`src/rtl/adder_scheduler_pkg.sv`:
```
// Shared types and sizing for the sign-magnitude adder scheduler.
// The requester count is fixed at four so a 2-bit index always suffices.
package adder_scheduler_pkg;

    localparam int NREQ      = 4;
    localparam int IDX_W     = 2;
    localparam int DEFAULT_W = 8;

    typedef enum logic [1:0] {
        IDLE = 2'd0,
        EXEC = 2'd1,
        RESP = 2'd2
    } state_t;

endpackage

```
`src/rtl/adder_scheduler_arb.sv`:
```
// Stateless four-way round-robin grant: search starts at ptr and wraps 3->0.
// Produces a one-hot gnt, or all zeros when nothing is requested.
module rr_arbiter4
    import adder_scheduler_pkg::*;
(
    input  logic [3:0] req,
    input  logic [1:0] ptr,
    output logic [3:0] gnt
);

    logic       found;
    logic [1:0] idx;

    always_comb begin
        gnt   = '0;
        found = 1'b0;
        idx   = '0;
        for (int i = 0; i < NREQ; i++) begin
            // 2-bit addition wraps the search back to requester 0
            idx = ptr + 2'(i);
            if (req[idx] && !found) begin
                gnt[idx] = 1'b1;
                found    = 1'b1;
            end
        end
    end

endmodule

```
`src/rtl/adder_scheduler.sv`:
```
// Arbitrates four requesters onto one sign-magnitude adder; one operation
// is in flight at a time (grant -> execute -> response handshake).
module adder_scheduler
    import adder_scheduler_pkg::*;
#(
    parameter int bitNUmber = DEFAULT_W
) (
    input  logic                      clk1,
    input  logic                      rst1,
    input  logic [NREQ-1:0]           req_valid,
    output logic [NREQ-1:0]           req_ready,
    input  logic [NREQ*bitNUmber-1:0] req_a,
    input  logic [NREQ*bitNUmber-1:0] req_b,
    output logic                      rsp_valid,
    output logic [IDX_W-1:0]          rsp_id,
    output logic [bitNUmber-1:0]      rsp_sum,
    output logic                      rsp_carry,
    input  logic                      rsp_ready
);

    localparam int MW = bitNUmber - 1;

    state_t                 state_reg;
    logic [IDX_W-1:0]       ptr_reg;
    logic [bitNUmber-1:0]   a_reg;
    logic [bitNUmber-1:0]   b_reg;
    logic [IDX_W-1:0]       id_reg;
    logic                   rsp_valid_reg;
    logic [IDX_W-1:0]       rsp_id_reg;
    logic [bitNUmber-1:0]   rsp_sum_reg;
    logic                   rsp_carry_reg;

    logic [NREQ-1:0]        gnt;
    logic [bitNUmber-1:0]   a_slice [NREQ];
    logic [bitNUmber-1:0]   b_slice [NREQ];
    logic [bitNUmber-1:0]   sel_a;
    logic [bitNUmber-1:0]   sel_b;
    logic [IDX_W-1:0]       gnt_idx;
    logic [bitNUmber:0]     add_res;

    // Returns {carry, sign, magnitude}
    function automatic logic [bitNUmber:0] sm_add(
        input logic [bitNUmber-1:0] a,
        input logic [bitNUmber-1:0] b
    );
        logic [MW-1:0] ma;
        logic [MW-1:0] mb;
        logic [MW-1:0] mag;
        logic [MW:0]   full;
        logic          sign;
        logic          carry;
        ma    = a[MW-1:0];
        mb    = b[MW-1:0];
        full  = {1'b0, ma} + {1'b0, mb};
        mag   = full[MW-1:0];
        carry = full[MW];
        sign  = a[MW];
        if (a[MW] != b[MW]) begin
            carry = 1'b0;
            if (ma >= mb) begin
                mag  = ma - mb;
                sign = a[MW];
            end else begin
                mag  = mb - ma;
                sign = b[MW];
            end
        end
        // A zero result is always reported as +0
        if (mag == '0 && !carry) begin
            sign = 1'b0;
        end
        return {carry, sign, mag};
    endfunction

    generate
        for (genvar gi = 0; gi < NREQ; gi++) begin : g_slice
            assign a_slice[gi] = req_a[gi*bitNUmber +: bitNUmber];
            assign b_slice[gi] = req_b[gi*bitNUmber +: bitNUmber];
        end
    endgenerate

    rr_arbiter4 u_arb (
        .req (req_valid),
        .ptr (ptr_reg),
        .gnt (gnt)
    );

    always_comb begin
        sel_a   = '0;
        sel_b   = '0;
        gnt_idx = '0;
        for (int i = 0; i < NREQ; i++) begin
            if (gnt[i]) begin
                sel_a   = a_slice[i];
                sel_b   = b_slice[i];
                gnt_idx = IDX_W'(i);
            end
        end
    end

    assign add_res   = sm_add(a_reg, b_reg);
    assign req_ready = (state_reg == IDLE && !rst1) ? gnt : '0;

    always_ff @(posedge clk1) begin
        if (rst1) begin
            state_reg     <= IDLE;
            ptr_reg       <= '0;
            a_reg         <= '0;
            b_reg         <= '0;
            id_reg        <= '0;
            rsp_valid_reg <= 1'b0;
            rsp_id_reg    <= '0;
            rsp_sum_reg   <= '0;
            rsp_carry_reg <= 1'b0;
        end else begin
            case (state_reg)
                IDLE: begin
                    if (|gnt) begin
                        a_reg     <= sel_a;
                        b_reg     <= sel_b;
                        id_reg    <= gnt_idx;
                        ptr_reg   <= gnt_idx + 1'b1;
                        state_reg <= EXEC;
                    end
                end
                EXEC: begin
                    rsp_sum_reg   <= add_res[bitNUmber-1:0];
                    rsp_carry_reg <= add_res[bitNUmber];
                    rsp_id_reg    <= id_reg;
                    rsp_valid_reg <= 1'b1;
                    state_reg     <= RESP;
                end
                RESP: begin
                    if (rsp_ready) begin
                        rsp_valid_reg <= 1'b0;
                        state_reg     <= IDLE;
                    end
                end
                default: begin
                    state_reg <= IDLE;
                end
            endcase
        end
    end

    assign rsp_valid = rsp_valid_reg;
    assign rsp_id    = rsp_id_reg;
    assign rsp_sum   = rsp_sum_reg;
    assign rsp_carry = rsp_carry_reg;

endmodule

```
`config.mk`:
```
export PLATFORM = sky130hd
export DESIGN_NAME = adder_scheduler
export DESIGN_NICKNAME = d
export VERILOG_FILES = /design/src/rtl/adder_scheduler_pkg.sv /design/src/rtl/adder_scheduler_arb.sv /design/src/rtl/adder_scheduler.sv
export SDC_FILE = /design/constraint.sdc
export NUM_CORES = 1
export LEC_CHECK = 0
export CAP_MARGIN = 20
export CORE_MARGIN = 10
export CORE_UTILIZATION = 44
export CTS_CLUSTER_DIAMETER = 60
export DETAILED_ROUTE_END_ITERATION = 8
export PLACE_DENSITY_LB_ADDON = 0.25
export SYNTH_ARGS = -nofsm -noshare
export SYNTH_HDL_FRONTEND = slang
export SYNTH_SLANG_ARGS = --single-unit
```
`constraint.sdc`:
```
create_clock -name clk1 -period 2.85 [get_ports clk1]
set_input_delay 0.285 -clock clk1 [delete_from_list [all_inputs] [get_ports clk1]]
set_output_delay 0.285 -clock clk1 [all_outputs]
set_load 0.01 [all_outputs]
```
==> flow_metrics.env <==
export IMPL_grt_pass1_vias=3238
export IMPL_clock_latency_ns=0.29
export IMPL_cts_buffer_depth=2
export IMPL_wirelength_mm=9.463
export IMPL_drt_iter0_drc=168
export IMPL_numCtsBuffers=5
export IMPL_firstDrtPassIters=5
export IMPL_grtUsageTotal_pct=18.27
export IMPL_fin_cells=562
export IMPL_cts_sinks=34
export IMPL_ys_top_cells_by_count="nand2_1, dfxtp_1, a21oi_1, inv_1, ha_1"
export IMPL_yosysTopAreaCellShare_pct=22.81
export IMPL_wire_per_inst_um=16.84
export IMPL_core_area_sq_um=6459
export IMPL_antenna_found_initial=0
export IMPL_worst_slew_pin_slew_ns=0.5972
export IMPL_min_from="rsp_carry"
export IMPL_drc=0
export IMPL_endpoint_kind="output port"
export IMPL_reg2reg_slack_ns=0.11
export IMPL_max_cap_viol_count=0
export IMPL_syn_to_final_growth_pct=43.27
export IMPL_fillers=561
export IMPL_placed_cells=553
export IMPL_syn_inst=377
export IMPL_fmax_ghz=0.3625
export IMPL_cts_hold_fix_buffers=0
export IMPL_irDropWorstVdd_mv=0.5695
export IMPL_yosysMostFrequentCell="nand2_1"
export IMPL_via_per_inst=5.772
export IMPL_cp_common_cell="buf_4"
export IMPL_grt_max_degree=26
export IMPL_holdPathEnd="rsp_carry"
export IMPL_ys_warn_count=0
export IMPL_syn_nets=478
export IMPL_required_ns=2.57
export IMPL_total_leakage_power_uw=0.001755
export IMPL_hold_depth=2
export IMPL_fin_util_pct=66.20
export IMPL_cts_root_buf="clkbuf_8"
export IMPL_yosysUniqueCellTypes=62
export IMPL_slew_headroom_pct=59.90
export IMPL_dp_final_hpwl_mm=7.871
export IMPL_slowest_stage="mux4_2"
export IMPL_r2r_end="a_reg[4]"
export IMPL_design_area_sq_um=4275
export IMPL_gp_congestion=0.9087
export IMPL_dr_total_vias=3244
export IMPL_seq_area_frac_synth_pct=22.81
export IMPL_rsz0062_at_grt="yes"
export IMPL_slew_viol_final=0
export IMPL_avgSynthCellArea_sq_um=7.915
export IMPL_powerDensity_nw_per_um2=1164
export IMPL_synth_ff_type="dfxtp_1"
export IMPL_r2r_start="ptr_reg[1]"
export IMPL_ys_top_cells_by_area="dfxtp_1, ha_1, nand2_1"
export IMPL_outcome="finished clean"
export IMPL_setup_viol=0
export IMPL_grt_pass1_wl_mm=15.60
export IMPL_hold_viol=0
export IMPL_critPathArrivalTime_ns=2.47
export IMPL_antenna_cells=0
export IMPL_synth_edf_count=0
export IMPL_cts_tree="built"
export IMPL_ys_ff_latch=34
export IMPL_die_y_um=102.4
export IMPL_dp_slack_ns=-0.2249
export IMPL_layout_setup_ws_ns=0.09164
export IMPL_synth_area_sq_um=2984
export IMPL_crit_chain="buf_4 > mux4_2 > nor4b_4 > buf_4 > and2_1 > nor2_2 > nor2_1 > dlygate4sd2_1"
export IMPL_fin_crit_sh_pct=96.78
export IMPL_placed_area_sq_um=4131
export IMPL_io_buffers=86
export IMPL_antenna_left=0
export IMPL_drive_gt1_share_pct=13.61
export IMPL_finalCriticalPeriod_ns=2.758
export IMPL_fin_nets=585
export IMPL_die_w_um=102.4
export IMPL_grt_remaining_overflow=0
export IMPL_start_kind="flop"
export IMPL_cpPeakStageDelay_ns=0.57
export IMPL_skew_ns=0.005209
export IMPL_rows=29
export IMPL_start_util_pct=46.20
export IMPL_hold_class="flop to flop"
export IMPL_cts_htree_levels=2
export IMPL_die_area_sq_um=10480
export IMPL_synth_area_leader_cell="dfxtp_1"
export IMPL_synthArstFlopShare_pct=0
export IMPL_worstSetupPathType="flop to output port"
export IMPL_clk_pin_slew_ns=0.07
export IMPL_crit_fanout=6
export IMPL_reg2regPathDepth=11
export IMPL_pin_count=87
-- area by class of cell --
cell class	instances	area [sq um]	share of cell area (%)
clock buffers	7	76.32	1.785
flip-flops and latches	34	685.7	16.04
well taps	77	96.34	2.253
multi-input cells	289	2113	49.43
inverters	28	105.1	2.458
clock inverters	1	30.03	0.7024
repair buffers	126	1169	27.33
-- report_power, final --
group          switching (uW)  internal [uW]  leakage [uW]
Clock                     178            262     0.0000524
Combinational            1990           1720       0.00142
Sequential                163            668      0.000281
Total                    2330           2650       0.00175
-- critical path, delay by kind of cell (launching register included) --
family	cells	cell delay, ns
flops	1	0.37
simple gates	4	0.65
buf+inv	3	0.59
mux	1	0.57
-- worst max-delay path by stage --
stage,startpoint,to,cells after the start,slack (ns)
floorplan,ptr_reg[0],b_reg[1],13,0.003
global placement,req_valid[0],a_reg[5],11,-0.09
detailed placement,req_valid[3],b_reg[7],9,-0.22
CTS,ptr_reg[1],req_ready[0],10,0.04
global route,ptr_reg[1],a_reg[0],10,-0.04
finish,ptr_reg[1],req_ready[1],8,0.09
-- per-layer routing --
metal | share of wire, % | global-route usage, % | vias up
met5 | 0 | 0 | -
met3 | 7.1 | 4.453 | 13
met1 | 44 | 23.15 | 1507
li1 | - | - | 1612
met2 | 47 | 29.48 | 112
met4 | 1.5 | 6.508 | 0
-- kinds of logic after synthesis --
logic type / Yosys count / synth area share (%)
compound gates: 134 / 32.20
flops: 34 / 22.81
simple gates: 113 / 18.53
fa+ha+maj: 30 / 13.33
mux: 7 / 4.067
buf+inv: 54 / 7.589
xor+xnor: 5 / 1.468
-- placed cells by master, fill, tap and decap left out, types with 3 or more instances in the layout --
| cell | instances |
|---|---|
| nand2_1 | 47 |
| nand4_1 | 3 |
| nand3_1 | 9 |
| nor3_1 | 6 |
| ha_1 | 26 |
| o211ai_1 | 14 |
| a211o_1 | 3 |
| xnor2_1 | 3 |
| o2bb2ai_1 | 6 |
| dlygate4sd2_1 | 3 |
| o21ai_0 | 19 |
| buf_4 | 38 |
| o311ai_0 | 5 |
| nor2_1 | 21 |
| inv_1 | 28 |
| o32ai_1 | 3 |
| clkbuf_8 | 5 |
| nor2b_1 | 5 |
| o31ai_1 | 3 |
| mux4_2 | 4 |
| dfxtp_1 | 32 |
| clkdlybuf4s50_1 | 82 |
| fa_1 | 3 |
| a32oi_1 | 7 |
| a21oi_1 | 28 |
| a31oi_1 | 7 |
| and3_1 | 4 |
| a21o_1 | 4 |
| o21a_1 | 5 |
| a211oi_1 | 6 |
-- through the flow --
step	setup TNS, ns	total power, uW	hold WS [ns]
3_3_place_gp	-0.7944	4364	0.4437
5_1_grt	-0.1058	5393	0.4866
6_report	0	4976	0.4529
4_1_cts	0	4876	0.4574
2_1_floorplan	0	3209	0.4320
3_5_place_dp	-2.423	4421	0.4478
-- what timing repair did --
action                                  in CTS  in global routing
endpoints found under the setup margin       5                 19
pin swaps                                    0                  1
gates cloned                                 0                  0
setup buffers                                1                  0
gates resized for setup                      8                 11
Power figures use the tool's default switching activity.
